**src/rtl/mem_view_if.sv**
```systemverilog
// Debug memory-view bus: button/switch/breakpoint inputs toward the
// controller, and read address plus display status back out.
interface mem_view_if;
    logic       mode_btn;
    logic [5:0] addr_in;
    logic       at_breakpoint;
    logic [6:0] read_addr;
    logic [5:0] led;
    logic       high_low;
    logic       mode;
    logic       in_brk;
    logic       step;

    modport master (
        output mode_btn, addr_in, at_breakpoint,
        input  read_addr, led, high_low, mode, in_brk, step
    );

    modport slave (
        input  mode_btn, addr_in, at_breakpoint,
        output read_addr, led, high_low, mode, in_brk, step
    );
endinterface

```
**src/rtl/mem_view_ctrl.sv**
```systemverilog
// Debug memory-view controller: sequences the CPU debug read address for the
// seven-segment display and LEDs in auto-scan, manual select and breakpoint
// watch-window behaviours.
//
// state    | meaning
// ---------+-----------------------------------------------------------
// SCAN     | auto-advance through all words/halves, one step per tick
// SELECT   | follow the switch word index, alternate halves per tick
// BRK_VIEW | CPU halted: cycle the watch window, scan address saved
module mem_view_ctrl #(
    parameter int TICK_DIV   = 25_000_000,
    parameter int SCAN_LAST  = 63,
    parameter int WATCH_LAST = 7
) (
    input  logic      clk,
    input  logic      rst,
    mem_view_if.slave bus
);
    localparam int         CW        = (TICK_DIV > 2) ? $clog2(TICK_DIV) : 1;
    localparam logic [6:0] SCAN_END  = {6'(SCAN_LAST), 1'b1};
    localparam logic [6:0] WATCH_END = {6'(WATCH_LAST), 1'b1};

    typedef enum logic [1:0] {
        SCAN     = 2'd0,
        SELECT   = 2'd1,
        BRK_VIEW = 2'd2
    } state_t;

    state_t        state_q;
    logic [CW-1:0] presc_q;
    logic          mode_btn_q;
    logic          brk_q;
    logic [6:0]    read_addr_q;
    logic [6:0]    save_addr_q;
    logic          mode_q;
    logic          in_brk_q;
    logic          step_q;

    logic          mode_edge;
    logic          brk_rise;
    logic          brk_fall;
    logic          tick;
    logic          mode_d;
    logic          addr_diff;
    logic [6:0]    sel_addr;

    assign mode_edge = bus.mode_btn & ~mode_btn_q;
    assign brk_rise  = bus.at_breakpoint & ~brk_q;
    assign brk_fall  = ~bus.at_breakpoint & brk_q;
    assign tick      = (presc_q == CW'(TICK_DIV - 1));
    // Mode after this cycle's button edge; the breakpoint exit target uses it.
    assign mode_d    = mode_edge ? ~mode_q : mode_q;
    assign sel_addr  = {bus.addr_in, 1'b0};
    assign addr_diff = (bus.addr_in != read_addr_q[6:1]);

    // Edge detectors, prescaler and mode FSM with registered outputs.
    always_ff @(posedge clk or negedge rst) begin
        if (!rst) begin
            state_q     <= SCAN;
            presc_q     <= '0;
            mode_btn_q  <= 1'b0;
            brk_q       <= 1'b0;
            read_addr_q <= '0;
            save_addr_q <= '0;
            mode_q      <= 1'b0;
            in_brk_q    <= 1'b0;
            step_q      <= 1'b0;
        end else begin
            mode_btn_q <= bus.mode_btn;
            brk_q      <= bus.at_breakpoint;
            step_q     <= 1'b0;
            presc_q    <= tick ? '0 : presc_q + CW'(1);

            if (brk_rise) begin
                mode_q      <= mode_d;
                save_addr_q <= read_addr_q;
                read_addr_q <= '0;
                in_brk_q    <= 1'b1;
                state_q     <= BRK_VIEW;
                presc_q     <= '0;
                step_q      <= 1'b1;
            end else if (state_q == BRK_VIEW && brk_fall) begin
                mode_q      <= mode_d;
                in_brk_q    <= 1'b0;
                state_q     <= mode_d ? SELECT : SCAN;
                read_addr_q <= mode_d ? sel_addr : save_addr_q;
                presc_q     <= '0;
                step_q      <= 1'b1;
            end else if (mode_edge) begin
                // Inside the watch window only the mode flag flips.
                mode_q  <= mode_d;
                presc_q <= '0;
                if (state_q == SCAN) begin
                    state_q     <= SELECT;
                    read_addr_q <= sel_addr;
                    step_q      <= 1'b1;
                end else if (state_q == SELECT) begin
                    state_q     <= SCAN;
                    read_addr_q <= '0;
                    step_q      <= 1'b1;
                end
            end else if (state_q == SELECT && addr_diff) begin
                read_addr_q <= sel_addr;
                presc_q     <= '0;
                step_q      <= 1'b1;
            end else if (tick) begin
                step_q <= 1'b1;
                case (state_q)
                    SCAN:    read_addr_q <= (read_addr_q == SCAN_END) ? '0 : read_addr_q + 7'd1;
                    SELECT:  read_addr_q <= {read_addr_q[6:1], ~read_addr_q[0]};
                    default: read_addr_q <= (read_addr_q == WATCH_END) ? '0 : read_addr_q + 7'd1;
                endcase
            end
        end
    end

    assign bus.read_addr = read_addr_q;
    assign bus.led       = read_addr_q[6:1];
    assign bus.high_low  = ~read_addr_q[0];
    assign bus.mode      = mode_q;
    assign bus.in_brk    = in_brk_q;
    assign bus.step      = step_q;
endmodule

```
**src/flat_wrapper.sv**
```systemverilog
// flat-port wrapper written by rule: the top's interface ports become plain ports
module mem_view_ctrl_flat 
#(
    parameter int TICK_DIV   = 25_000_000,
    parameter int SCAN_LAST  = 63,
    parameter int WATCH_LAST = 7
)
  (clk, rst, bus_mode_btn, bus_addr_in, bus_at_breakpoint, bus_read_addr, bus_led, bus_high_low, bus_mode, bus_in_brk, bus_step);
  mem_view_if bus_i ();
  input  logic clk;
  input  logic rst;
  input wire logic [$bits(bus_i.mode_btn)-1:0] bus_mode_btn;
  input wire logic [$bits(bus_i.addr_in)-1:0] bus_addr_in;
  input wire logic [$bits(bus_i.at_breakpoint)-1:0] bus_at_breakpoint;
  output wire logic [$bits(bus_i.read_addr)-1:0] bus_read_addr;
  output wire logic [$bits(bus_i.led)-1:0] bus_led;
  output wire logic [$bits(bus_i.high_low)-1:0] bus_high_low;
  output wire logic [$bits(bus_i.mode)-1:0] bus_mode;
  output wire logic [$bits(bus_i.in_brk)-1:0] bus_in_brk;
  output wire logic [$bits(bus_i.step)-1:0] bus_step;
  assign bus_i.mode_btn = bus_mode_btn;
  assign bus_i.addr_in = bus_addr_in;
  assign bus_i.at_breakpoint = bus_at_breakpoint;
  assign bus_read_addr = bus_i.read_addr;
  assign bus_led = bus_i.led;
  assign bus_high_low = bus_i.high_low;
  assign bus_mode = bus_i.mode;
  assign bus_in_brk = bus_i.in_brk;
  assign bus_step = bus_i.step;
  mem_view_ctrl #(.TICK_DIV(TICK_DIV), .SCAN_LAST(SCAN_LAST), .WATCH_LAST(WATCH_LAST)) u_core (.clk(clk), .rst(rst), .bus(bus_i));
endmodule
```
**config.mk**
```make
export PLATFORM = sky130hd
export DESIGN_NAME = mem_view_ctrl_flat
export DESIGN_NICKNAME = d
export VERILOG_FILES = /design/src/rtl/mem_view_if.sv /design/src/rtl/mem_view_ctrl.sv /design/src/flat_wrapper.sv
export SDC_FILE = /design/constraint.sdc
export NUM_CORES = 1
export LEC_CHECK = 0
export CAP_MARGIN = 20
export CORE_ASPECT_RATIO = 0.7
export CORE_MARGIN = 2
export CORE_UTILIZATION = 46
export DETAILED_ROUTE_END_ITERATION = 10
export PLACE_DENSITY = 0.67
export SLEW_MARGIN = 20
export SYNTH_ARGS = -nofsm -noshare
export SYNTH_HDL_FRONTEND = slang
export SYNTH_SLANG_ARGS = --single-unit
```
**constraint.sdc**
```tcl
create_clock -name clk -period 2.7 [get_ports clk]
set_input_delay 0.54 -clock clk [delete_from_list [all_inputs] [get_ports clk]]
set_output_delay 0.54 -clock clk [all_outputs]
set_load 0.01 [all_outputs]
```
## Word-level counts from Yosys, hierarchy flattened

Cells that the tools add are included.

| operators by class | value |
|---|---|
| add/subtract/negate cells | 2 |
| mux-type cells | 35 |
| reductions and logical operators | 10 |
| eq/ne operators | 8 |
| bitwise operators | 8 |

Operators by type and width:

| kind | count |
|---|---|
| $mux W25 | 5 |
| $mux W7 | 10 |
| $add A25 B1 Y25 const B | 1 |
| $eq A25 B25 Y1 const B | 1 |
| $mux W1 | 14 |
| $pmux W7 S2 | 1 |
| $mux W2 | 5 |
| $add A7 B1 Y7 const B | 1 |
| $eq A7 B4 Y1 const B | 1 |
| $eq A7 B7 Y1 const B | 1 |
| $ne A6 B6 Y1 | 1 |
| $ne A5 B2 Y1 const B | 1 |
| $ne A5 B5 Y1 const B | 1 |
| $not A1 Y1 | 5 |
| $reduce_bool A5 Y1 | 1 |
| $reduce_and A2 Y1 | 2 |
| $reduce_bool A4 Y1 | 1 |
| $and A1 B1 Y1 | 3 |
| $reduce_and A3 Y1 | 1 |
| $reduce_bool A3 Y1 | 1 |
| $eq A2 B1 Y1 const B | 1 |
| $eq A2 B2 Y1 const B | 1 |
| $logic_and A1 B1 Y1 | 2 |
| $logic_not A2 Y1 | 1 |
| $reduce_bool A2 Y1 | 1 |

| word-level totals | value |
|---|---|
| output and inout port bits | 17 |
| register bits after elaboration | 46 |
| word-level logic and storage cells | 73 |
| bits of input ports | 10 |

## Longest topological paths before layout

Gate-level depths: netlist of the first run.

| depth | value |
|---|---|
| word-level depth | 8 |
| mapped depth | 8 |

## Least setup slack after synthesis of the first run

OpenSTA, ideal clock, no wires.

| timing path | value |
|---|---|
| path type | input -> register |
| from | input port bus_addr_in[5] |
| to | register u_core.read_addr_q[2] (netlist: u_core.bus.read_addr[2]) |
| data required time | 2575 ps |
| arrival time | 2189 ps |
| path slack | 386 ps |
| stages on the path | 7 |
| cells stage by stage | nor2b_1 a2111oi_4 a31oi_1 or3_1 buf_4 a21boi_4 mux2_4 |

| on the way | value |
|---|---|
| word-level cells in the longest chain between the ends | 6 |
| elaborated cells between the ends (all ways) | 9 |

RTL lines:

| what | RTL line | text |
|---|---|---|
| start, declared | flat_wrapper.sv:13 | `input wire logic [$bits(bus_i.addr_in)-1:0] bus_addr_in;` |
| $ne A6 B6 Y1 (*) | mem_view_ctrl.sv:54 | `assign addr_diff = (bus.addr_in != read_addr_q[6:1]);` |
| $logic_and A1 B1 Y1 (*) | mem_view_ctrl.sv:102 | `end else if (state_q == SELECT && addr_diff) begin` |
| $mux W7 | mem_view_ctrl.sv:102 |  |
| $mux W7 | mem_view_ctrl.sv:89 | `end else if (mode_edge) begin` |
| $mux W7 | mem_view_ctrl.sv:82 | `end else if (state_q == BRK_VIEW && brk_fall) begin` |
| $mux W7 | mem_view_ctrl.sv:74 | `if (brk_rise) begin` |
| end signal, assigned | mem_view_ctrl.sv:86 | `read_addr_q <= mode_d ? sel_addr : save_addr_q;` |
| end signal, assigned | mem_view_ctrl.sv:95 | `read_addr_q <= sel_addr;` |
| end signal, assigned | mem_view_ctrl.sv:103 | `read_addr_q <= sel_addr;` |
| end, declared | mem_view_ctrl.sv:33 | `logic [6:0] read_addr_q;` |

Every way passes the cells marked *; elsewhere a longest branch is shown, timed or not.
A chain may end at the register's enable or synchronous reset.

## Worst setup path after layout of the first run

| timing path | value |
|---|---|
| from | register u_core.presc_q[15] |
| to | register u_core.read_addr_q[6] (netlist: u_core.bus.read_addr[6]) |

| on the way | value |
|---|---|
| word-level cells in the longest chain between the ends | 3 |

RTL lines:

| what | RTL line | text |
|---|---|---|
| start, declared | mem_view_ctrl.sv:30 | `logic [CW-1:0] presc_q;` |
| start signal, assigned | mem_view_ctrl.sv:72 | `presc_q <= tick ? '0 : presc_q + CW'(1);` |
| $eq A25 B25 Y1 | mem_view_ctrl.sv:50 | `assign tick = (presc_q == CW'(TICK_DIV - 1));` |
| $reduce_bool A5 Y1 (no line) | n/a |  |
| $reduce_and A3 Y1 (no line) | n/a |  |

Every way passes these cells.

==> qor.csv, run 1 <==
metric,value,unit
synth_xor_area_frac,0.1099,
synth_compound_area_frac,0.1276,
gp_congestion,0.9256,
utilization,0.5832,
ys_ff_latch,46,
antenna_found_initial,0,
finalPower,2.575,mW
setup_ws,147.3,ps
synth_top_area_cell,dfrtp_1,
cp_max_fo,18,
synth_area,2619,um^2
power_frac_comb,0.409,
hold_path.class,primary input to async pin,
wirelength,6099,um
synth.distinct_cells,51,
num_vias,2147,
syn_nets,291,
worstSetupStartpoint,u_core.presc_q[15],
period_needed,2553,ps
slew_viol_final,0,
rows,22,
cp.buffers_inverters,2,
crit_slowest_cell,or4_1,
cts_setup_buffers,0,
synth-edff-count,0,
netSwitchingFraction,0.3664,
area_growth,19.54,%
fin_tns_setup,0,ps
internal-power,1.632,mW
synth_area_per_cell,9.386,um^2
clk_path_buf_depth,2,
worst_pin_slew,711.6,ps
dp_slack,-75.43,ps
ant_nets,0,
grt_pass1_vias,2119,
synth_area_leaders,"dfrtp_1, xor2_1, nor2_1",
rr_startpoint,u_core.presc_q[15],
status,completed,
async_reset_ff_frac,1.000,
peakVddDrop,0.0003805,V
yosys.area_share.adder,0.009556,
grt_overflow,0,
seq_power_share,0.393,
finalSetupViolations,0,
drv_cap,0,
h-tree-depth,2,
place_hpwl,4526,um
crit_path_end_kind,flop,
rsz0062_at_grt,no,
antenna_cells,0,
ff_latch_area,1151,um^2
p_sw,943.6,uW
skew,9.400,ps
initial_core_util,0.4879,
multi_input_area,1353,um^2
die_w,94.18,um
drt-initial-drc-count,187,
synth_ff_type,dfrtp_1,
clk_pin_slew,90,ps
io_pins,27,
cts_tree,yes,
via_per_inst,5.534,
routedWlPerCell,15.72,um
stdcell_count,388,
ys_seq_area_frac,0.4396,
final_common_cell,dfrtp_1,
detail_route.first_pass.iterations,4,
place_area,3014,um^2
num-fill-cells,478,
startpoint_type,flop,
synthMuxAreaShare,0.03058,
clkSinkCount,46,
final_layout_size_suffix_gt1_frac,0.1234,
clkLatencyLatePin,300,ps
relSlewSlack,0.5224,
synthCells,279,
hold_viol,0,
core_area,5368,um^2
cp_data_required_time,2890,ps
hold_buffers,0,
grt_max_degree,22,
leakagePower,1.343,nW
fin_area,3131,um^2
layout_common_cells,"dfrtp_1, nor2_1, nand2_1",
worstSetupPathType,flop to flop,
yosys_warnings,0,
postCtsResizedCells,0,
grt_first_pass_wirelength,10590,um
arrival,2740,ps
slowest_delay,550,ps
fin_nets,327,
dp_cells,380,
die-area,6322,um^2
fmax,391.7,MHz
synth_top_family_by_area,simple AND/OR/NAND/NOR gates,
yosysTopAreaCellShare,0.4396,
pwr-share-clk,0.198,
cts_buffers,5,
crit_chain,or4_1 -> nor3_1 -> nor4bb_1 -> or3_1 -> buf_4 -> inv_2 -> o32a_1,
power.density,822.6,nW/um^2
gr-usage-all-layers,0.2197,
cts-root-buf,clkbuf_8,
die_y,67.13,um
drc,0,
yosys.area_share.simple,0.2360,
holdWs,180.7,ps
period_share,0.9454,
cp_top_family,simple AND/OR/NAND/NOR gates,
numPortBuffers,26,
## synthesized netlist by cell type (all sizes together), types with 3 or more instances
library cell	n
nor2	34
nand4	7
buf	9
clkbuf	6
nor3b	3
inv	9
a221oi	4
a21oi	7
or3	4
a31oi	3
and3	6
o32ai	4
mux2	5
nor2b	7
xor2	19
nor3	5
dfrtp	46
xnor2	13
nand3	16
nor4	4
nand2	27
o21ai	10
and2	3
## worst paths after layout
check | end | slack, ps | depth (start not counted)
max reg2reg | u_core.bus.read_addr[6] | 150 | 7
min | u_core.presc_q[1] | 180 | 1
min reg2reg | u_core.save_addr_q[6] | 480 | 2
max in group asynchronous | u_core.save_addr_q[0] | 1940 | 2
min in group clk | u_core.save_addr_q[6] | 480 | 2
max | u_core.bus.read_addr[6] | 150 | 7
## layout make-up
type	count	share of cell area
timing repair buffer	44	0.1247
tap	72	0.02878
multi-input combinational	208	0.4321
clock buffer	5	0.02198
clock inverter	3	0.01279
sequential	46	0.3677
inverter	10	0.01199
## kinds of logic after synthesis
family | count (synthesis)
simple gates | 124
mux | 7
compound gates | 43
fa+ha+maj | 2
flops | 46
buf+inv | 25
xor+xnor | 32
## power by group through the flow
stage                     logic [mW]  clock network [mW]  registers (mW)
after floorplan                0.697                   0           0.966
after global placement          1.02                   0            1.02
after detailed placement        1.03                   0            1.02
after CTS                       1.04               0.526            1.01
after global routing            1.16               0.553            1.04
final                           1.05               0.511            1.01
## registers in the layout, indices dropped and copies added, names as in the netlist, 2 cells and up
register / flops
u_core.save_addr_q: 7
u_core.state_q: 2
u_core.bus.read_addr: 7
u_core.presc_q: 25
## per-layer routing
layer / track usage / share of wire
met1: 0.3455 / 0.52
met2: 0.2857 / 0.39
met3: 0.06109 / 0.075
met4: 0.06884 / 0.015
met5: 0 / 0
## worst reg2reg max path: cells and delay by family, from the launching register on
kind	cells	cell delay [ps]
AOI/OAI and AO/OA	1	340
buffers and inverters	2	310
DFF	1	410
and+or+nand+nor	4	1380
(Power assumes the default switching activity.)
==> run 2: changes to the inputs <==
--- a/config.mk
+++ b/config.mk
@@ -9,6 +9,7 @@
 export CORE_ASPECT_RATIO = 0.7
 export CORE_MARGIN = 2
 export CORE_UTILIZATION = 46
+export CTS_CLUSTER_DIAMETER = 40
 export DETAILED_ROUTE_END_ITERATION = 10
 export PLACE_DENSITY = 0.67
 export SLEW_MARGIN = 20
==> results of run 2 <==
Final layout, timing and power as in run 1 (identical DEF).
==> run 3: changes to the inputs <==
--- a/config.mk
+++ b/config.mk
@@ -12,6 +12,7 @@
 export CTS_CLUSTER_DIAMETER = 40
 export DETAILED_ROUTE_END_ITERATION = 10
 export PLACE_DENSITY = 0.67
+export SETUP_SLACK_MARGIN = 0.05
 export SLEW_MARGIN = 20
 export SYNTH_ARGS = -nofsm -noshare
 export SYNTH_HDL_FRONTEND = slang
==> run 3 against run 2 <==
Core utilization up 0.12 points. Sequential power about the same. Critical path depth unchanged. Register-to-register slack better by 40 ps. Setup slack better by 44 ps. Non-clock buffer count unchanged. Clock power about the same. Final cell count unchanged. Routed wire length down 0.11%. Power about the same. Critical endpoint unchanged.
==> qor.csv, run 3 (synthesis results as in run 1) <==
metric,value,unit,change
num_vias,2144,,"was 2,147"
clkSinkCount,46,,unchanged
num-fill-cells,479,,was 478
rsz0062_at_grt,no,,unchanged
fin_nets,327,,unchanged
antenna_found_initial,0,,unchanged
crit_slowest_cell,or4_1,,unchanged
finalSetupViolations,0,,unchanged
drv_cap,0,,unchanged
grt_first_pass_wirelength,10590,um,unchanged
die_w,94.18,um,unchanged
layout_common_cells,"dfrtp_1, nor2_1, nand2_1",,unchanged
initial_core_util,0.4879,,unchanged
wirelength,6092,um,was 6099 um
fin_tns_setup,0,ps,unchanged
place_area,3014,um^2,unchanged
power_frac_comb,0.409,,about the same
die-area,6322,um^2,unchanged
cts-root-buf,clkbuf_8,,unchanged
arrival,2700,ps,was 2740 ps
numPortBuffers,26,,unchanged
crit_path_end_kind,flop,,unchanged
clk_pin_slew,90,ps,about the same
globalRouteMet1Util,0.3455,,unchanged
grt_pass1_vias,2119,,unchanged
status,completed,,unchanged
peakVddDrop,0.0003804,V,was 0.0003805 V
fin_area,3137,um^2,was 3131 um^2
worstSetupPathType,flop to flop,,unchanged
p_sw,944.5,uW,was 943.6 uW
cts_tree,yes,,unchanged
via_per_inst,5.526,,was 5.534
largest_reg_flops,25,,unchanged
grt_max_degree,22,,unchanged
ff2ff_path_depth,7,,unchanged
dp_slack,-75.43,ps,unchanged
clk_path_buf_depth,2,,unchanged
h-tree-depth,2,,unchanged
die_y,67.13,um,unchanged
drt-initial-drc-count,189,,was 187
netSwitchingFraction,0.3666,,was 0.3664
relSlewSlack,0.5335,,was 0.5224
worst_pin_slew,695.1,ps,was 711.6 ps
gr-usage-met3,0.06109,,unchanged
startpoint_type,flop,,unchanged
routedWlPerCell,15.70,um,was 15.72 um
power.density,821.2,nW/um^2,was 822.6 nW/um^2
crit_chain,or4_1 -> nor3_1 -> nor4bb_2 -> or3_1 -> buf_4 -> inv_2 -> o32a_1,,was or4_1 -> nor3_1 -> nor4bb_1 -> or3_1 -> buf_4 -> inv_2 -> o32a_1
internal-power,1.632,mW,unchanged
grt_overflow,0,,unchanged
grt_busiest_layer,met1,,unchanged
seq_power_share,0.393,,about the same
place_hpwl,4526,um,unchanged
slowest_delay,540,ps,was 550 ps
ant_nets,0,,unchanged
pwr-share-clk,0.198,,about the same
final_layout_size_suffix_gt1_frac,0.1266,,was 0.1234
area_growth,19.78,%,was 19.54%
core_area,5368,um^2,unchanged
multi_input_area,1359,um^2,was 1353 um^2
cp_max_fo,18,,unchanged
drc,0,,unchanged
cp.buffers_inverters,2,,unchanged
io_pins,27,,unchanged
rows,22,,unchanged
ff2ff_setup_slack,190,ps,was 150 ps
leakagePower,1.343,nW,about the same
hold_path.class,primary input to async pin,,unchanged
cts_buffers,5,,unchanged
fmax,398.7,MHz,was 391.7 MHz
cp_data_required_time,2890,ps,about the same
gp_congestion,0.9256,,unchanged
final_common_cell,dfrtp_1,,unchanged
path_depth,7,,unchanged
top_register,u_core.presc_q,,unchanged
hold_viol,0,,unchanged
ff_latch_area,1151,um^2,unchanged
period_share,0.9290,,was 0.9454
clkLatencyLatePin,300,ps,about the same
hold_buffers,0,,unchanged
skew,9.379,ps,was 9.400 ps
finalPower,2.576,mW,was 2.575 mW
antenna_cells,0,,unchanged
setup_ws,191.8,ps,was 147.3 ps
gr-usage-all-layers,0.2197,,unchanged
slew_viol_final,0,,unchanged
detail_route.first_pass.iterations,4,,unchanged
cp_top_family,simple AND/OR/NAND/NOR gates,,unchanged
period_needed,2508,ps,was 2553 ps
grtUsageMet2,0.2857,,unchanged
cts_setup_buffers,0,,unchanged
## run 3: final cells by class
type                            count  share of cell area
Multi-Input combinational cell    208              0.4332
Timing Repair Buffer               44              0.1245
Tap cell                           72             0.02872
Clock inverter                      3             0.01276
Clock buffer                        5             0.02194
Inverter                           10             0.01197
Sequential cell                    46              0.3670
## run 3: layer usage
| layer | wire, um | vias to the layer above |
|---|---|---|
| met5 | 0 | - |
| met4 | 89 | 0 |
| met3 | 466 | 9 |
| met2 | 2358 | 72 |
| met1 | 3178 | 1010 |
| li1 | - | 1053 |
## run 3: metrics by stage
| stage | cells | utilization | hold WS, ps |
|---|---|---|---|
| 3_3_place_gp | 380 | 0.5615 | 459.7 |
| 2_1_floorplan | 279 | - | 244.4 |
| 5_1_grt | 388 | 0.5844 | 210.1 |
| 3_5_place_dp | 380 | 0.5615 | 468.3 |
| 6_report | 388 | 0.5844 | 178.4 |
| 4_1_cts | 388 | 0.5818 | 186.8 |
## run 3: worst reg2reg max path, delay by kind of cell, from the launching register on
family | cells | cell delay (ps)
simple gates | 4 | 1340
compound gates | 1 | 340
buf+inv | 2 | 310
flops | 1 | 410
## run 3: worst paths after layout
path | endpoint | startpoint
setup reg to reg | u_core.bus.read_addr[6] | u_core.presc_q[15]
max in group asynchronous | u_core.save_addr_q[0] | rst
hold reg to reg | u_core.save_addr_q[6] | u_core.save_addr_q[6]
setup / recovery | u_core.bus.read_addr[6] | u_core.presc_q[15]
hold / removal | u_core.presc_q[1] | rst
min in group clk | u_core.save_addr_q[6] | u_core.save_addr_q[6]
## run 3: power by group through the flow
stage / registers, mW / logic [mW] / clock network (mW)
2_1_floorplan: 0.966 / 0.697 / 0
3_3_place_gp: 1.02 / 1.02 / 0
3_5_place_dp: 1.02 / 1.03 / 0
4_1_cts: 1.01 / 1.04 / 0.526
5_1_grt: 1.04 / 1.16 / 0.553
6_report: 1.01 / 1.05 / 0.511
## run 3: what timing repair did
item	4_1_cts	5_1_grt
hold endpoints to repair	0	0
gates resized for setup	0	2
setup endpoints to repair	0	3
